### src/rtl/store_pkg.sv
// Shared definitions for the store unit: FSM states, funct3 encodings,
// byte-lane strobe patterns and a funct3 legality helper.
// Configuration macro used elsewhere in this slice: STORE_MISALIGN_TRAP_EN.
package store_pkg;

  typedef enum logic [1:0] {
    ST_IDLE = 2'd0,
    ST_REQ  = 2'd1,
    ST_DONE = 2'd2
  } state_t;

  localparam logic [2:0] F3_SB = 3'd0;
  localparam logic [2:0] F3_SH = 3'd1;
  localparam logic [2:0] F3_SW = 3'd2;

  localparam logic [3:0] STRB_NONE    = 4'b0000;
  localparam logic [3:0] STRB_BYTE    = 4'b0001;
  localparam logic [3:0] STRB_HALF_LO = 4'b0011;
  localparam logic [3:0] STRB_HALF_HI = 4'b1100;
  localparam logic [3:0] STRB_WORD    = 4'b1111;

  // Only byte, half and word stores exist; every other funct3 is rejected.
  function automatic logic f3_legal(input logic [2:0] f3);
    return (f3 == F3_SB) || (f3 == F3_SH) || (f3 == F3_SW);
  endfunction

endpackage

### src/rtl/store_align.sv
// Combinational store alignment: replicates store data across byte lanes
// and builds the byte-lane strobe from funct3 and the low address bits.
// Macro STORE_MISALIGN_TRAP_EN: when defined, flags misaligned sh/sw;
// otherwise misaligned is tied low and the low address bits are ignored
// for halfword/word stores.
module store_align
  import store_pkg::*;
(
  input  logic [2:0]  fu3,
  input  logic [1:0]  addr_lo,
  input  logic [31:0] data,
  output logic [31:0] wdata,
  output logic [3:0]  wstrb,
  output logic        misaligned
);

  logic [31:0] byte_rep;
  logic [31:0] half_rep;

  // Copy the low byte into every lane so any strobe picks the right value.
  for (genvar gi = 0; gi < 4; gi++) begin : g_byte_rep
    assign byte_rep[gi*8 +: 8] = data[7:0];
  end

  // Copy the low halfword into both halves.
  for (genvar gi = 0; gi < 2; gi++) begin : g_half_rep
    assign half_rep[gi*16 +: 16] = data[15:0];
  end

  // Select replicated data and lane enables by access size.
  always_comb begin
    wdata = 32'd0;
    wstrb = STRB_NONE;
    case (fu3)
      F3_SB: begin
        wdata = byte_rep;
        wstrb = STRB_BYTE << addr_lo;
      end
      F3_SH: begin
        wdata = half_rep;
        wstrb = addr_lo[1] ? STRB_HALF_HI : STRB_HALF_LO;
      end
      F3_SW: begin
        wdata = data;
        wstrb = STRB_WORD;
      end
      default: begin
        wdata = 32'd0;
        wstrb = STRB_NONE;
      end
    endcase
  end

`ifdef STORE_MISALIGN_TRAP_EN
  // Halfwords need an even address, words a 4-byte aligned one.
  always_comb begin
    misaligned = 1'b0;
    if (fu3 == F3_SH) misaligned = addr_lo[0];
    else if (fu3 == F3_SW) misaligned = (addr_lo != 2'b00);
  end
`else
  assign misaligned = 1'b0;
`endif

endmodule

### src/rtl/store_unit.sv
// Store unit: accepts a single store request, issues one aligned memory
// write with byte strobes and waits for mem_ack, aborting with err after
// ACK_TIMEOUT request cycles. Illegal funct3 (and, with macro
// STORE_MISALIGN_TRAP_EN defined, misaligned sh/sw) complete immediately
// with err and no memory request.
module store_unit
  import store_pkg::*;
#(
  parameter int ACK_TIMEOUT = 16
) (
  input  logic        clock,
  input  logic        reset,
  input  logic        start,
  input  logic [31:0] int_in_store,
  input  logic [2:0]  fu3,
  input  logic [31:0] addr,
  input  logic        mem_ack,
  output logic        mem_req,
  output logic [31:0] mem_addr,
  output logic [31:0] mem_wdata,
  output logic [3:0]  mem_wstrb,
  output logic        busy,
  output logic        done,
  output logic        err
);

  // Counter value of the last request cycle before abort.
  localparam logic [7:0] TO_LAST = 8'(ACK_TIMEOUT - 1);

  state_t      state_reg, state_next;
  logic [29:0] addr_reg, addr_next;
  logic [31:0] wdata_reg, wdata_next;
  logic [3:0]  wstrb_reg, wstrb_next;
  logic        err_reg, err_next;
  logic [7:0]  cnt_reg, cnt_next;

  logic [31:0] align_wdata;
  logic [3:0]  align_wstrb;
  logic        align_misaligned;

  store_align u_align (
    .fu3        (fu3),
    .addr_lo    (addr[1:0]),
    .data       (int_in_store),
    .wdata      (align_wdata),
    .wstrb      (align_wstrb),
    .misaligned (align_misaligned)
  );

  // State and captured-request registers; reset clears everything.
  always_ff @(posedge clock) begin
    if (reset) begin
      state_reg <= ST_IDLE;
      addr_reg  <= '0;
      wdata_reg <= '0;
      wstrb_reg <= '0;
      err_reg   <= 1'b0;
      cnt_reg   <= '0;
    end else begin
      state_reg <= state_next;
      addr_reg  <= addr_next;
      wdata_reg <= wdata_next;
      wstrb_reg <= wstrb_next;
      err_reg   <= err_next;
      cnt_reg   <= cnt_next;
    end
  end

  // Next-state logic: capture on start, wait for ack or timeout, pulse done.
  always_comb begin
    state_next = state_reg;
    addr_next  = addr_reg;
    wdata_next = wdata_reg;
    wstrb_next = wstrb_reg;
    err_next   = err_reg;
    cnt_next   = cnt_reg;
    case (state_reg)
      ST_IDLE: begin
        if (start) begin
          addr_next  = addr[31:2];
          wdata_next = align_wdata;
          wstrb_next = align_wstrb;
          cnt_next   = '0;
          if (!f3_legal(fu3) || align_misaligned) begin
            state_next = ST_DONE;
            err_next   = 1'b1;
          end else begin
            state_next = ST_REQ;
            err_next   = 1'b0;
          end
        end
      end
      ST_REQ: begin
        // Ack takes priority over the terminal count.
        if (mem_ack) begin
          state_next = ST_DONE;
          err_next   = 1'b0;
        end else if (cnt_reg == TO_LAST) begin
          state_next = ST_DONE;
          err_next   = 1'b1;
        end else begin
          cnt_next = cnt_reg + 8'd1;
        end
      end
      ST_DONE: begin
        state_next = ST_IDLE;
      end
      default: begin
        state_next = ST_IDLE;
      end
    endcase
  end

  assign mem_req   = (state_reg == ST_REQ);
  assign mem_addr  = {addr_reg, 2'b00};
  assign mem_wdata = wdata_reg;
  assign mem_wstrb = mem_req ? wstrb_reg : STRB_NONE;
  assign busy      = (state_reg != ST_IDLE);
  assign done      = (state_reg == ST_DONE);
  assign err       = done & err_reg;

endmodule

### config.mk
export PLATFORM = sky130hd
export DESIGN_NAME = store_unit
export DESIGN_NICKNAME = d
export VERILOG_FILES = /design/src/rtl/store_pkg.sv /design/src/rtl/store_align.sv /design/src/rtl/store_unit.sv
export SDC_FILE = /design/constraint.sdc
export NUM_CORES = 1
export LEC_CHECK = 0
export CAP_MARGIN = 20
export CORE_AREA = 10 10 97 99
export CTS_BUF_LIST = sky130_fd_sc_hd__clkbuf_2 sky130_fd_sc_hd__clkbuf_4 sky130_fd_sc_hd__clkbuf_8
export CTS_CLUSTER_DIAMETER = 200
export DETAILED_ROUTE_END_ITERATION = 6
export DIE_AREA = 0 0 107 109
export PLACE_DENSITY = 0.86
export SYNTH_ARGS = -nofsm -noshare
export SYNTH_HDL_FRONTEND = slang
export SYNTH_HIERARCHICAL = 1
export SYNTH_SLANG_ARGS = --single-unit
### constraint.sdc
create_clock -name clock -period 2.2 [get_ports clock]
set_input_delay 0.44 -clock clock [delete_from_list [all_inputs] [get_ports clock]]
set_output_delay 0.44 -clock clock [all_outputs]
set_load 0.02 [all_outputs]
## Word-level counts from Yosys, hierarchy flattened

Cells that the tools add are included.
Widths: inputs -> output; s select.

| operators by class | value |
|---|---|
| $add $sub $neg | 1 |
| eq/ne operators | 9 |
| shift operators | 1 |
| mux-type cells | 18 |
| bitwise gates (word level) | 1 |
| reduce and logical (&&, ||, !) cells | 10 |

Operators with widths:

| cell | count |
|---|---|
| $pmux 32 s3 | 1 |
| $mux 8 | 3 |
| $pmux 8 s2 | 1 |
| $pmux 4 s3 | 1 |
| $add 8x1->8 const B | 1 |
| $eq 8x4->1 const B | 1 |
| $mux 2 | 4 |
| $mux 4 | 2 |
| $ne 2x2->1 const B | 3 |
| $mux 1 | 4 |
| $pmux 2 s2 | 1 |
| $reduce_and 2->1 | 2 |
| $reduce_and 4->1 | 1 |
| $reduce_bool 2->1 | 2 |
| $shl 1x2->4 const A | 1 |
| $eq 3x1->1 const B | 1 |
| $eq 3x2->1 const B | 1 |
| $logic_not 3->1 | 1 |
| $ne 3x2->1 const B | 1 |
| $reduce_and 3->1 | 1 |
| $eq 2x1->1 const B | 1 |
| $eq 2x2->1 const B | 1 |
| $logic_not 2->1 | 1 |
| $logic_or 1x1->1 | 2 |
| other kinds (2) | 2 |

| storage, ports and cells | value |
|---|---|
| register bits after elaboration | 77 |
| input port bits | 71 |
| output and inout port bits | 72 |

## Depth between registers and ports, before layout

| depth | value |
|---|---|
| word-level depth | 6 |
| gate-level depth with buffers | 7 |
| depth with buffers taken out | 5 |

## Modules after synthesis

Netlist, hierarchy kept.

Modules (own cells, without submodules):

| module | instances | cells each | area each (um2) | seq. area each (um2) |
|---|---|---|---|---|
| store_unit | 1 | 364 | 2916.5 | 1541.5 |
| store_align | 1 | 100 | 611.8 | 0.0 |

## Worst setup path before layout

OpenSTA, ideal clock, no wires.

| path | value |
|---|---|
| path kind | reg-to-output |
| from | reg state_reg[0] |
| to | out mem_wstrb[0] |
| data arrival time | 1.217 ns |
| slack | 0.543 ns |
| stages on the path, launching flop included | 4 |
| cells stage by stage | dfxtp_1 > buf_4 > nor2b_1 > and2_1 |

| between the ends | value |
|---|---|
| word-level cells in the longest chain between the ends | 2 |

RTL lines:

| item | RTL line | text |
|---|---|---|
| from (decl) | store_unit.sv:30 | `state_t state_reg, state_next;` |
| from (signal assigned) | store_unit.sv:60 | `state_reg <= state_next;` |
| $eq 2x1->1 | store_unit.sv:114 | `assign mem_req = (state_reg == ST_REQ);` |
| named net mem_req | store_unit.sv:18 | `output logic mem_req,` |
| $mux 4 | store_unit.sv:117 | `assign mem_wstrb = mem_req ? wstrb_reg : STRB_NONE;` |
| to (decl) | store_unit.sv:21 | `output logic [3:0] mem_wstrb,` |

The timed path passes the listed nets, and every way through them passes these cells.

## Worst setup path in the final report

| path | value |
|---|---|
| from | reg state_reg[0] |
| to | out mem_wstrb[2] |

| between the ends | value |
|---|---|
| word-level cells in the longest chain between the ends | 2 |

RTL lines:

| item | RTL line |
|---|---|
| $eq 2x1->1 | store_unit.sv:114 |
| $mux 4 | store_unit.sv:117 |

Every way passes these cells.

==> results.py <==
metrics = {
    "status": {
        "status": "complete, no violations",
    },
    "critical_path": {
        "cp-start-kind": "register",
        "worst-setup-path-type": "register to primary output",
        "worstPathArrival_ps": 1670,
        "crit_required_ps": 1760,
        "reg2reg_depth": 5,
        "cp-end-kind": "primary output",
        "r2r-start": "state_reg[1]$_SDFFE_PP0P_",
        "r2r_slack_ps": 560,
        "reg2reg_to": "err_reg$_SDFFE_PP0P_",
        "crit_fanout": 6,
    },
    "sta": {
        "fin_crit_ps": 2108,
        "max_freq_ghz": 0.4743,
        "hold_viol_final": 0,
        "tns_ps": 0,
        "tightest_slew_ps": 741.6,
        "slew_viol_final": 0,
        "setup_viol": 0,
        "clock_skew_ps": 12.66,
        "post-route-period-util_pct": 95.83,
        "slew_headroom_pct": 50.56,
        "rsz0062_at_grt": "no",
        "fin_ws_ps": 91.70,
    },
    "cts": {
        "cts_tree": "yes",
        "postCtsSetupBuffers": 0,
        "cts_htree_levels": 3,
        "cts.sinks": 77,
        "clock_path_buffers": 2,
        "postCtsHoldBufs": 0,
        "cts_made_buffers": 9,
        "cts.reportedPaths.clkPinSlew_ps": 80,
        "cts-root-buf": "clkbuf_8",
        "insertion_delay_ps": 340,
    },
    "hold_path": {
        "min-delay-start": "addr_reg[7]$_SDFFE_PP0P_",
        "hold_depth": 2,
        "hold_class": "register to register",
        "whs_endpoint": "addr_reg[7]$_SDFFE_PP0P_",
    },
    "global_routing": {
        "grtUsageTotal_pct": 18.88,
        "grt_pass1_wl_um": 17640,
        "globalRoute.totalOverflow": 0,
        "antenna_found_initial": 0,
        "first_global_vias": 3490,
        "grt_max_degree": 72,
    },
    "synthesis": {
        "ys_types": 41,
        "yosys_register_bits": 77,
        "yosys-top-cells-area": "dfxtp_1, nand2_1, a21oi_1",
        "yosys.area.top_type_share_pct": 43.69,
        "synthArstFlopShare_pct": 0,
        "yosysWarnings": 6,
        "synth_most_common_cell": "nand2_1",
        "syn_area_per_cell_um2": 7.604,
        "synth_edf_count": 0,
        "ys_seq_area_share_pct": 43.69,
        "yosysTopAreaCell": "dfxtp_1",
        "synth_area_um2": 3528,
        "syn_inst": 464,
        "yosys_most_used_dff": "dfxtp_1",
        "ys_top_cells_by_count": "nand2_1, a21oi_1, dfxtp_1, clkbuf_1",
    },
    "power_and_ir_drop": {
        "leakagePower_nw": 1.900,
        "p_per_area_nw_per_um2": 603.8,
        "vdd_drop_max_uv": 425.0,
    },
    "flow_run": {
        "cap_violations": 0,
    },
    "placed_design": {
        "gp_congestion": 0.7767,
        "preCtsSetupSlack_ps": 87.52,
        "port_buffers": 140,
        "dpl.hpwl_um": 8412,
    },
    "layout": {
        "antenna_cells": 0,
        "largest_register_ffs": 32,
        "drive_gt1_share_pct": 8.221,
        "area_delta_synth_final_pct": 46.42,
        "fin_nets": 663,
    },
    "detailed_routing": {
        "wl_per_cell_um": 16.54,
        "route.detailed.vias_per_inst": 5.231,
        "dr.first_iter.drc_count": 252,
        "drc": 0,
        "drt_pass1_iterations": 5,
        "vias": 3651,
        "wl_um": 11550,
        "ant_nets": 0,
    },
    "floorplan": {
        "initial_utilization_pct": 46.88,
        "die-area_um2": 11660,
        "ios": 143,
        "die-height_um": 109,
        "core-area_um2": 7527,
        "die_w_um": 107,
        "row_count": 32,
    },
}
[metal layers]
layer	share of wire [%]	global-route usage, %	wire length [um]
met1	40	21.05	4591
met2	50	32.35	5810
met4	1.4	6.383	164
met3	8.5	7.375	980
met5	0	0	0
[cell type report]
type | instances | area [um2]
Fill cell | 637 | 2361
Multi-Input combinational cell | 345 | 1777
Sequential cell | 77 | 1541
Timing Repair Buffer | 153 | 1525
Clock buffer | 10 | 137.6
Tap cell | 102 | 127.6
Clock inverter | 6 | 38.79
Inverter | 5 | 18.77
[worst max-delay path: stages, from the launching register on]
cell	delay [ps]
dfxtp_1	320
nor2b_1	120
buf_4	160
and2_1	130
clkdlybuf4s50_1	600
[report_power, final]
group          switching, W  internal, W
Sequential        0.0000337      0.00146
Combinational      0.000348     0.000321
Clock              0.000524     0.000436
Total              0.000906      0.00221
[what timing repair did]
action / CTS / global route
setup endpoints to repair: 1 / 3
pin swaps: 0 / 0
gates cloned: 0 / 0
resized for setup: 1 / 3
[worst max-delay path by stage]
| stage | startpoint | endpoint | slack, ps | cells past startpoint |
|---|---|---|---|---|
| 5_1_grt | state_reg[0]$_SDFFE_PP0P_ | mem_wstrb[2] | 20 | 4 |
| 3_3_place_gp | fu3[0] | mem_wdata[31]$_SDFFE_PP0P_ | 140 | 5 |
| 4_1_cts | state_reg[0]$_SDFFE_PP0P_ | mem_wstrb[1] | 40 | 4 |
| 2_1_floorplan | state_reg[0]$_SDFFE_PP0P_ | mem_wstrb[0] | 540 | 3 |
| 3_5_place_dp | start | err_reg$_SDFFE_PP0P_ | 90 | 5 |
| 6_report | state_reg[0]$_SDFFE_PP0P_ | mem_wstrb[2] | 90 | 4 |
[per-stage QoR]
stage          cells  hold slack [ps]  cell area (um2)  utilization [%]  power (W)
2_1_floorplan    465            431.7             3532                -   0.001864
3_3_place_gp     682            439.4             4984            66.21   0.002175
3_5_place_dp     682            446.6             4984            66.21   0.002190
4_1_cts          698            457.6             5159            68.53   0.003141
5_1_grt          698            476.1             5166            68.63   0.003269
6_report         698            455.0             5166            68.63   0.003119
[cell families (layout without fill, tap and decap cells)]
kind of cell	count (synthesis)	in the layout	share of synthesized area, %
AND/OR/NAND/NOR	208	208	26.49
multiplexers	4	4	1.170
AO/OA/AOI/OAI	129	129	21.84
flip-flops	77	77	43.69
other	2	3	0.2128
adder cells (fa/ha/maj)	1	1	0.3546
buffers and inverters	43	174	6.241
[cell usage in the layout, fill, tap and decap left out, types with 3 or more instances in the layout]
cell,instances
o21a_1,3
o31ai_1,3
and2_1,13
mux2i_1,3
inv_1,5
buf_4,11
a21oi_1,97
clkbuf_8,10
or3_1,3
conb_1,3
clkinv_2,3
o22ai_2,10
nor2b_1,14
nand2_1,144
dfxtp_1,77
o22ai_1,6
nand3_1,5
nor2_1,14
clkdlybuf4s50_1,135
dlymetal6s2s_1,3
Power figures use the tool's default switching activity.
